<file path="src/rtl/aes_job_controller_if.sv">
// aes_job_controller_if
//   Bundles the host-side Avalon-MM slave bus and the AES core handshake.
//   slave  : controller view (responds to host, drives the AES core)
//   master : host / core-model view (drives bus requests, returns core results)
//   Signals:
//     avs_address[3:0], avs_write, avs_writedata[31:0], avs_read  host -> ctrl
//     avs_readdata[31:0]                                          ctrl -> host
//     aes_key[127:0], aes_key_load, aes_block_in[127:0], aes_start ctrl -> core
//     aes_key_ready, aes_done, aes_block_out[127:0]                core -> ctrl
interface aes_job_controller_if;
   logic [3:0]   avs_address;
   logic         avs_write;
   logic [31:0]  avs_writedata;
   logic         avs_read;
   logic [31:0]  avs_readdata;
   logic [127:0] aes_key;
   logic         aes_key_load;
   logic         aes_key_ready;
   logic [127:0] aes_block_in;
   logic         aes_start;
   logic         aes_done;
   logic [127:0] aes_block_out;

   modport slave (
      input  avs_address, avs_write, avs_writedata, avs_read,
      output avs_readdata,
      output aes_key, aes_key_load, aes_block_in, aes_start,
      input  aes_key_ready, aes_done, aes_block_out
   );

   modport master (
      output avs_address, avs_write, avs_writedata, avs_read,
      input  avs_readdata,
      input  aes_key, aes_key_load, aes_block_in, aes_start,
      output aes_key_ready, aes_done, aes_block_out
   );
endinterface

</file>
<file path="src/rtl/aes_job_controller.sv">
// aes_job_controller
//   Host-facing sequencer for a single-block AES core: loads the key,
//   launches encryptions, supervises the core handshake with a timeout and
//   buffers results in a small FIFO that the host drains over Avalon-MM.
//   Ports:
//     clk        in   single clock
//     rst_n      in   asynchronous active-low reset
//     bus        if   aes_job_controller_if.slave (Avalon-MM + AES core)
//     irq        out  level interrupt
//     debug_data out  {BLKCNT[15:0], fifo count[7:0], 5'b0, state[2:0]}
//
//   state        | meaning
//   -------------+-------------------------------------------------
//   ST_IDLE      | waiting for a CTRL command
//   ST_KEY_LOAD  | aes_key_load pulse to the core
//   ST_KEY_WAIT  | waiting for aes_key_ready or timeout
//   ST_BLK_START | aes_start pulse to the core
//   ST_BLK_WAIT  | waiting for aes_done or timeout
module aes_job_controller #(
   parameter int FIFO_DEPTH = 4,
   parameter int TIMEOUT    = 1023
) (
   input  logic                 clk,
   input  logic                 rst_n,
   aes_job_controller_if.slave  bus,
   output logic                 irq,
   output logic [31:0]          debug_data
);

   localparam int AW = (FIFO_DEPTH > 1) ? $clog2(FIFO_DEPTH) : 1;
   localparam int CW = $clog2(FIFO_DEPTH + 1);
   localparam int TW = $clog2(TIMEOUT + 1);
   localparam logic [CW-1:0] FULL_CNT = CW'(FIFO_DEPTH);
   localparam logic [TW-1:0] TMO_LOAD = TW'(TIMEOUT - 1);

   typedef enum logic [2:0] {
      ST_IDLE      = 3'd0,
      ST_KEY_LOAD  = 3'd1,
      ST_KEY_WAIT  = 3'd2,
      ST_BLK_START = 3'd3,
      ST_BLK_WAIT  = 3'd4
   } state_t;

   state_t         r_state;
   state_t         w_state_nxt;

   logic           r_irq_en;
   logic [127:0]   r_key;
   logic [127:0]   r_din;
   logic [127:0]   r_block_in;
   logic           r_key_valid;
   logic           r_timeout_err;
   logic           r_done_flag;
   logic           r_reject_err;
   logic [31:0]    r_blkcnt;
   logic [31:0]    r_readdata;
   logic [TW-1:0]  r_tmo_cnt;

   logic [127:0]   r_fifo [FIFO_DEPTH];
   logic [AW-1:0]  r_wr_ptr;
   logic [AW-1:0]  r_rd_ptr;
   logic [CW-1:0]  r_count;

   logic           w_ctrl_wr;
   logic           w_status_wr;
   logic           w_key_wr;
   logic           w_abort;
   logic           w_full;
   logic           w_empty;
   logic           w_busy;
   logic           w_pop;
   logic           w_push;
   logic           w_launch;
   logic           w_key_req;
   logic           w_key_ok;
   logic           w_reject;
   logic           w_timeout;
   logic           w_tmo_tc;
   logic [7:0]     w_count8;
   logic [127:0]   w_head;
   logic [31:0]    w_rd_mux;

   assign w_ctrl_wr   = bus.avs_write && (bus.avs_address == 4'd0);
   assign w_status_wr = bus.avs_write && (bus.avs_address == 4'd1);
   assign w_key_wr    = bus.avs_write && (bus.avs_address >= 4'd2) && (bus.avs_address <= 4'd5);
   assign w_abort     = w_ctrl_wr && bus.avs_writedata[2];
   assign w_full      = (r_count == FULL_CNT);
   assign w_empty     = (r_count == '0);
   assign w_busy      = (r_state != ST_IDLE);
   assign w_pop       = bus.avs_read && (bus.avs_address == 4'd13) && !w_empty;
   assign w_tmo_tc    = (r_tmo_cnt == '0);
   assign w_count8    = 8'(r_count);
   assign w_head      = w_empty ? 128'd0 : r_fifo[r_rd_ptr];

   always_ff @(posedge clk or negedge rst_n) begin
      if (!rst_n) r_state <= ST_IDLE;
      else        r_state <= w_state_nxt;
   end

   // ABORT overrides everything, including a coincident aes_done.
   always_comb begin
      w_state_nxt = r_state;
      w_launch    = 1'b0;
      w_key_req   = 1'b0;
      w_key_ok    = 1'b0;
      w_reject    = 1'b0;
      w_timeout   = 1'b0;
      w_push      = 1'b0;
      if (w_abort) begin
         w_state_nxt = ST_IDLE;
      end else begin
         case (r_state)
            ST_IDLE: begin
               if (w_ctrl_wr) begin
                  if (bus.avs_writedata[1]) begin
                     w_state_nxt = ST_KEY_LOAD;
                     w_key_req   = 1'b1;
                     w_reject    = bus.avs_writedata[0];
                  end else if (bus.avs_writedata[0]) begin
                     if (r_key_valid && !w_full) begin
                        w_state_nxt = ST_BLK_START;
                        w_launch    = 1'b1;
                     end else begin
                        w_reject    = 1'b1;
                     end
                  end
               end
            end
            ST_KEY_LOAD:  w_state_nxt = ST_KEY_WAIT;
            ST_KEY_WAIT: begin
               if (bus.aes_key_ready) begin
                  w_state_nxt = ST_IDLE;
                  w_key_ok    = 1'b1;
               end else if (w_tmo_tc) begin
                  w_state_nxt = ST_IDLE;
                  w_timeout   = 1'b1;
               end
            end
            ST_BLK_START: w_state_nxt = ST_BLK_WAIT;
            ST_BLK_WAIT: begin
               if (bus.aes_done) begin
                  w_state_nxt = ST_IDLE;
                  w_push      = 1'b1;
               end else if (w_tmo_tc) begin
                  w_state_nxt = ST_IDLE;
                  w_timeout   = 1'b1;
               end
            end
            default:      w_state_nxt = ST_IDLE;
         endcase
      end
   end

   always_comb begin
      w_rd_mux = '0;
      case (bus.avs_address)
         4'd0:  w_rd_mux = {28'd0, r_irq_en, 3'd0};
         4'd1:  w_rd_mux = {16'd0, w_count8, 1'b0, r_reject_err, r_done_flag, r_timeout_err,
                           w_full, !w_empty, r_key_valid, w_busy};
         4'd2:  w_rd_mux = r_key[31:0];
         4'd3:  w_rd_mux = r_key[63:32];
         4'd4:  w_rd_mux = r_key[95:64];
         4'd5:  w_rd_mux = r_key[127:96];
         4'd6:  w_rd_mux = r_din[31:0];
         4'd7:  w_rd_mux = r_din[63:32];
         4'd8:  w_rd_mux = r_din[95:64];
         4'd9:  w_rd_mux = r_din[127:96];
         4'd10: w_rd_mux = w_head[31:0];
         4'd11: w_rd_mux = w_head[63:32];
         4'd12: w_rd_mux = w_head[95:64];
         4'd13: w_rd_mux = w_head[127:96];
         4'd14: w_rd_mux = r_blkcnt;
         default: w_rd_mux = '0;
      endcase
   end

   always_ff @(posedge clk or negedge rst_n) begin
      if (!rst_n) begin
         r_irq_en      <= 1'b0;
         r_key         <= '0;
         r_din         <= '0;
         r_block_in    <= '0;
         r_key_valid   <= 1'b0;
         r_timeout_err <= 1'b0;
         r_done_flag   <= 1'b0;
         r_reject_err  <= 1'b0;
         r_blkcnt      <= '0;
         r_readdata    <= '0;
         r_tmo_cnt     <= '0;
      end else begin
         r_readdata <= bus.avs_read ? w_rd_mux : 32'd0;
         if (w_ctrl_wr) r_irq_en <= bus.avs_writedata[3];
         if (bus.avs_write) begin
            case (bus.avs_address)
               4'd2: r_key[31:0]   <= bus.avs_writedata;
               4'd3: r_key[63:32]  <= bus.avs_writedata;
               4'd4: r_key[95:64]  <= bus.avs_writedata;
               4'd5: r_key[127:96] <= bus.avs_writedata;
               4'd6: r_din[31:0]   <= bus.avs_writedata;
               4'd7: r_din[63:32]  <= bus.avs_writedata;
               4'd8: r_din[95:64]  <= bus.avs_writedata;
               4'd9: r_din[127:96] <= bus.avs_writedata;
               default: ;
            endcase
         end
         if (w_launch) r_block_in <= r_din;

         // W1C clears first so a same-cycle event still sets its flag.
         if (w_status_wr) begin
            if (bus.avs_writedata[4]) r_timeout_err <= 1'b0;
            if (bus.avs_writedata[5]) r_done_flag   <= 1'b0;
            if (bus.avs_writedata[6]) r_reject_err  <= 1'b0;
         end
         if (w_timeout) r_timeout_err <= 1'b1;
         if (w_push)    r_done_flag   <= 1'b1;
         if (w_reject)  r_reject_err  <= 1'b1;

         if (w_key_ok) r_key_valid <= 1'b1;
         if (w_key_req || w_abort || w_key_wr) r_key_valid <= 1'b0;

         if (w_push) r_blkcnt <= r_blkcnt + 32'd1;

         // Reloaded outside the wait states; terminal count at zero gives
         // exactly TIMEOUT cycles in the wait state.
         if ((r_state == ST_KEY_WAIT) || (r_state == ST_BLK_WAIT)) begin
            if (!w_tmo_tc) r_tmo_cnt <= r_tmo_cnt - 1'b1;
         end else begin
            r_tmo_cnt <= TMO_LOAD;
         end
      end
   end

   always_ff @(posedge clk or negedge rst_n) begin
      if (!rst_n) begin
         r_wr_ptr <= '0;
         r_rd_ptr <= '0;
         r_count  <= '0;
      end else if (w_abort) begin
         r_wr_ptr <= '0;
         r_rd_ptr <= '0;
         r_count  <= '0;
      end else begin
         if (w_push) r_wr_ptr <= r_wr_ptr + 1'b1;
         if (w_pop)  r_rd_ptr <= r_rd_ptr + 1'b1;
         if (w_push && !w_pop)      r_count <= r_count + 1'b1;
         else if (!w_push && w_pop) r_count <= r_count - 1'b1;
      end
   end

   // Storage needs no reset: empty-FIFO reads are masked to zero.
   always_ff @(posedge clk) begin
      if (w_push) r_fifo[r_wr_ptr] <= bus.aes_block_out;
   end

   assign bus.avs_readdata = r_readdata;
   assign bus.aes_key      = r_key;
   assign bus.aes_block_in = r_block_in;
   assign bus.aes_key_load = (r_state == ST_KEY_LOAD);
   assign bus.aes_start    = (r_state == ST_BLK_START);

   assign irq        = r_irq_en && (r_done_flag || r_timeout_err || r_reject_err);
   assign debug_data = {r_blkcnt[15:0], w_count8, 5'd0, r_state};

endmodule

</file>
<file path="src/flat_wrapper.sv">
// flat-port wrapper written by rule: the top's interface ports become plain ports
module aes_job_controller_flat 
#(
   parameter int FIFO_DEPTH = 4,
   parameter int TIMEOUT    = 1023
)
  (clk, rst_n, irq, debug_data, bus_avs_address, bus_avs_write, bus_avs_writedata, bus_avs_read, bus_avs_readdata, bus_aes_key, bus_aes_key_load, bus_aes_block_in, bus_aes_start, bus_aes_key_ready, bus_aes_done, bus_aes_block_out);
  aes_job_controller_if bus_i ();
  input  logic clk;
  input  logic rst_n;
  output logic irq;
  output logic [31:0] debug_data;
  input wire logic [$bits(bus_i.avs_address)-1:0] bus_avs_address;
  input wire logic [$bits(bus_i.avs_write)-1:0] bus_avs_write;
  input wire logic [$bits(bus_i.avs_writedata)-1:0] bus_avs_writedata;
  input wire logic [$bits(bus_i.avs_read)-1:0] bus_avs_read;
  output wire logic [$bits(bus_i.avs_readdata)-1:0] bus_avs_readdata;
  output wire logic [$bits(bus_i.aes_key)-1:0] bus_aes_key;
  output wire logic [$bits(bus_i.aes_key_load)-1:0] bus_aes_key_load;
  output wire logic [$bits(bus_i.aes_block_in)-1:0] bus_aes_block_in;
  output wire logic [$bits(bus_i.aes_start)-1:0] bus_aes_start;
  input wire logic [$bits(bus_i.aes_key_ready)-1:0] bus_aes_key_ready;
  input wire logic [$bits(bus_i.aes_done)-1:0] bus_aes_done;
  input wire logic [$bits(bus_i.aes_block_out)-1:0] bus_aes_block_out;
  assign bus_i.avs_address = bus_avs_address;
  assign bus_i.avs_write = bus_avs_write;
  assign bus_i.avs_writedata = bus_avs_writedata;
  assign bus_i.avs_read = bus_avs_read;
  assign bus_avs_readdata = bus_i.avs_readdata;
  assign bus_aes_key = bus_i.aes_key;
  assign bus_aes_key_load = bus_i.aes_key_load;
  assign bus_aes_block_in = bus_i.aes_block_in;
  assign bus_aes_start = bus_i.aes_start;
  assign bus_i.aes_key_ready = bus_aes_key_ready;
  assign bus_i.aes_done = bus_aes_done;
  assign bus_i.aes_block_out = bus_aes_block_out;
  aes_job_controller #(.FIFO_DEPTH(FIFO_DEPTH), .TIMEOUT(TIMEOUT)) u_core (.clk(clk), .rst_n(rst_n), .bus(bus_i), .irq(irq), .debug_data(debug_data));
endmodule
</file>
<file path="config.mk">
export PLATFORM = sky130hd
export DESIGN_NAME = aes_job_controller_flat
export DESIGN_NICKNAME = d
export VERILOG_FILES = /design/src/rtl/aes_job_controller_if.sv /design/src/rtl/aes_job_controller.sv /design/src/flat_wrapper.sv
export SDC_FILE = /design/constraint.sdc
export NUM_CORES = 1
export LEC_CHECK = 0
export BUFFER_PORTS_ARGS = -buffer_cell sky130_fd_sc_hd__buf_2
export CORE_MARGIN = 10
export CORE_UTILIZATION = 58
export DETAILED_ROUTE_END_ITERATION = 8
export GPL_TIMING_DRIVEN = 0
export PLACE_DENSITY_LB_ADDON = 0.1
export SYNTH_ARGS = -nofsm -noshare
export SYNTH_HDL_FRONTEND = slang
export SYNTH_SLANG_ARGS = --single-unit
</file>
<file path="constraint.sdc">
create_clock -name clk -period 6.4 [get_ports clk]
set_input_delay 1.6 -clock clk [delete_from_list [all_inputs] [get_ports clk]]
set_output_delay 1.6 -clock clk [all_outputs]
set_load 0.01 [all_outputs]
</file>
==> flow_metrics.env <==
export IMPL_yosys_most_used_dff="edfxtp_1"
export IMPL_fillerInstances=4650
export IMPL_ctsResizeCount=0
export IMPL_seqPwrFrac_pct=48.8
export IMPL_gr_total_overflow=0
export IMPL_switchingPower_w=0.004059
export IMPL_postCtsSetupRepairBufs=0
export IMPL_use_met2_pct=52.89
export IMPL_core_area_um2=68470
export IMPL_skew_ps=15.68
export IMPL_reg2reg_from="u_core.r_state[0]$_DFFE_PN0P_"
export IMPL_ys_top_cells_by_area="edfxtp_1 (38%), dfrtp_1 (30%), mux2_2 (8.4%), mux4_2 (7.4%), mux2_1 (2.8%)"
export IMPL_grt_util_met1_pct=40.11
export IMPL_yosys_area_top_type="edfxtp_1"
export IMPL_clock_latency_ps=670
export IMPL_detail_route_antenna_nets=0
export IMPL_vias=25370
export IMPL_power_frac_clock_pct=37.9
export IMPL_final_cells=3919
export IMPL_io_buffers=478
export IMPL_dieHeight_um=282.4
export IMPL_drtIter0Drc=2682
export IMPL_grt_max_degree=130
export IMPL_switching_share_pct=26.22
export IMPL_max_freq_ghz=0.2149
export IMPL_drive_gt1_share_pct=38.73
export IMPL_synth_area_per_cell_um2=17.12
export IMPL_initial_core_util_pct=58.33
export IMPL_numCtsBuffers=99
export IMPL_clock_sinks=985
export IMPL_synth_cells=2332
export IMPL_clk_pin_slew_ps=60
export IMPL_p_leak_nw=19.33
export IMPL_yosys_register_bits=985
export IMPL_slew_viol_final=0
export IMPL_maxCapViolCount=0
export IMPL_rsz0062_at_grt="false"
export IMPL_grt_pass1_wl_mm=186.1
export IMPL_worst_hold_slack_ps=481.3
export IMPL_netlist_area_um2=39930
export IMPL_period_share_pct=72.72
export IMPL_synth_edf_count=512
export IMPL_dp_cells=3718
export IMPL_hold_violations=0
export IMPL_grt_usage_pct=32.86
export IMPL_clock_path_buffers=3
export IMPL_crit_arrival_ps=5120
export IMPL_intPower_w=0.01142
export IMPL_synth_async_reset_ratio_pct=48.02
export IMPL_syn_to_final_growth_pct=18.19
export IMPL_fin_crit_ps=4654
export IMPL_synth_most_common_cell="edfxtp_1"
export IMPL_via_per_inst=6.474
export IMPL_crit_slowest_cell="a221oi_1"
export IMPL_status="finished clean"
export IMPL_wl_per_cell_um=33.69
export IMPL_cts_root_buffer="clkbuf_16"
export IMPL_pin_count=493
export IMPL_ir_drop_uv=252.5
export IMPL_comb_power_share_pct=13.3
export IMPL_finalSetupTns_ps=0
export IMPL_worstPathCellList="buf_2, buf_2, buf_2, buf_2, inv_1, clkbuf_1, o21ai_0, a221oi_1, o21ai_0"
export IMPL_cts_tree="built"
export IMPL_crit_type="input pin to flop"
export IMPL_setup_ws_ps=1746
export IMPL_ys_warn_count=0
export IMPL_synth_top_cell_area_share_pct=38.50
export IMPL_cpMostUsedCell="buf_2"
export IMPL_cellPowerDensity_nw_per_um2=327.9
export IMPL_dieArea_um2=79750
export IMPL_use_met3_pct=9.599
export IMPL_slew_headroom_pct=19.44
export IMPL_worstPathMaxFanout=10
export IMPL_antenna_found_initial=41
export IMPL_worst_slew_pin_slew_ps=1208
export IMPL_hpwl_mm=95.66
export IMPL_end_kind="flop"
export IMPL_dr_pass1_iters=6
export IMPL_synth_cell_types=69
export IMPL_required_ps=6870
export IMPL_setup_violations=0
export IMPL_hold_path_startpoint="u_core.bus.aes_block_in[85]$_DFFE_PN0P_"
export IMPL_finalPower_w=0.01548
export IMPL_preCtsSetupSlack_ps=1321
export IMPL_fp_row_count=96
export IMPL_grt_pass1_vias=25780
export IMPL_ys_top_cells_by_count="edfxtp_1 (512), dfrtp_1 (473), mux2_2 (298), mux4_2 (131), a22oi_1 (102)"
export IMPL_ys_seq_area_share_pct=68.14
export IMPL_htreeDepth=3
export IMPL_cts_hold_buf=0
export IMPL_startpoint="bus_avs_address[0]"
export IMPL_grt_busiest_layer="met2"
export IMPL_die_w_um=282.4
export IMPL_routed_wl_mm=132.0
export IMPL_cp_slowest_stage_delay_ps=1020
export IMPL_hp_class="flop to flop"
export IMPL_layout_nets=3116
export IMPL_worstSetupStartpointType="input pin"
export IMPL_gp_congestion=0.9866
export IMPL_drc=0
cell type report:
class	count	area, um2	share of cell area [%]
sequential	985	27210	57.65
multi-input combinational	1176	11880	25.16
clock buffer	140	2761	5.850
timing repair buffer	495	2760	5.848
tap	882	1104	2.338
buffer	167	872.1	1.848
clock inverter	42	520.5	1.103
inverter	13	48.80	0.1034
antenna	19	47.55	0.1007
flip-flops by register name, summed over array words and instances (netlist names):
signal,flops
u_core.bus.aes_block_in,128
u_core.bus.aes_key,128
u_core.bus.avs_readdata,32
u_core.r_blkcnt,32
u_core.r_count,3
u_core.r_din,128
u_core.r_done_flag,1
u_core.r_fifo,512
u_core.r_irq_en,1
u_core.r_key_valid,1
u_core.r_rd_ptr,2
u_core.r_reject_err,1
u_core.r_state,3
u_core.r_timeout_err,1
u_core.r_tmo_cnt,10
u_core.r_wr_ptr,2
per-layer routing:
metal	vias up	part of all wire (%)
met1	13130	36
met3	374	10
li1	10370	-
met2	1462	48
met5	-	0.15
met4	32	5.3
critical path, delay by kind of cell:
| kind | cells | cell delay, ps |
|---|---|---|
| compound gates | 3 | 1530 |
| buf+inv | 6 | 1950 |
final timing paths:
kind | endpoint | slack, ps | depth (start not counted)
worst max-delay path | u_core.bus.avs_readdata[22]$_DFF_PN0_ | 1750 | 9
worst min-delay path | u_core.bus.aes_block_in[85]$_DFFE_PN0P_ | 480 | 1
worst max register to register | u_core.r_fifo[0][4]$_DFFE_PP_ | 2580 | 7
worst min register to register | u_core.bus.aes_block_in[85]$_DFFE_PN0P_ | 480 | 1
max in group asynchronous | u_core.r_blkcnt[19]$_DFFE_PN0P_ | 3730 | 3
min in group asynchronous | u_core.bus.aes_block_in[33]$_DFFE_PN0P_ | 990 | 1
metrics by stage:
stage | instance area (um2) | util, %
finish | 47200 | 68.94
global placement | 43460 | 63.48
global route | 47180 | 68.91
floorplan | 39970 | -
CTS | 47150 | 68.86
detailed placement | 43860 | 64.07
cell usage in the layout, fill, tap and decap left out, types with 28 or more instances in the layout:
cell	n
nand2_1	46
buf_2	513
buf_4	30
mux4_2	131
clkbuf_1	97
a21o_1	28
edfxtp_1	512
nand3_1	39
mux2i_1	33
a22oi_1	102
mux2_1	100
mux2_2	298
clkbuf_16	99
nor2_1	45
dfrtp_1	473
o21ai_0	48
power by group through the flow:
| stage | combinational, W | clock (W) | sequential [W] |
|---|---|---|---|
| final | 0.00205 | 0.00587 | 0.00756 |
| after global routing | 0.00217 | 0.00615 | 0.00759 |
| after CTS | 0.00206 | 0.00590 | 0.00753 |
| after detailed placement | 0.00204 | 0 | 0.00765 |
| after global placement | 0.00198 | 0 | 0.00763 |
| after floorplan | 0.00106 | 0 | 0.00758 |
cell families after synthesis:
logic type	after synthesis	share of synthesized area (%)
buffers and inverters	180	2.306
and+or+nand+nor	240	3.221
xor gates and xnor gates	39	0.8553
other	1	0.009390
adders and majority gates	9	0.3008
muxes	562	19.44
DFF	985	68.14
AOI/OAI and AO/OA	316	5.730
No activity file was read; power rests on OpenSTA's default activity.
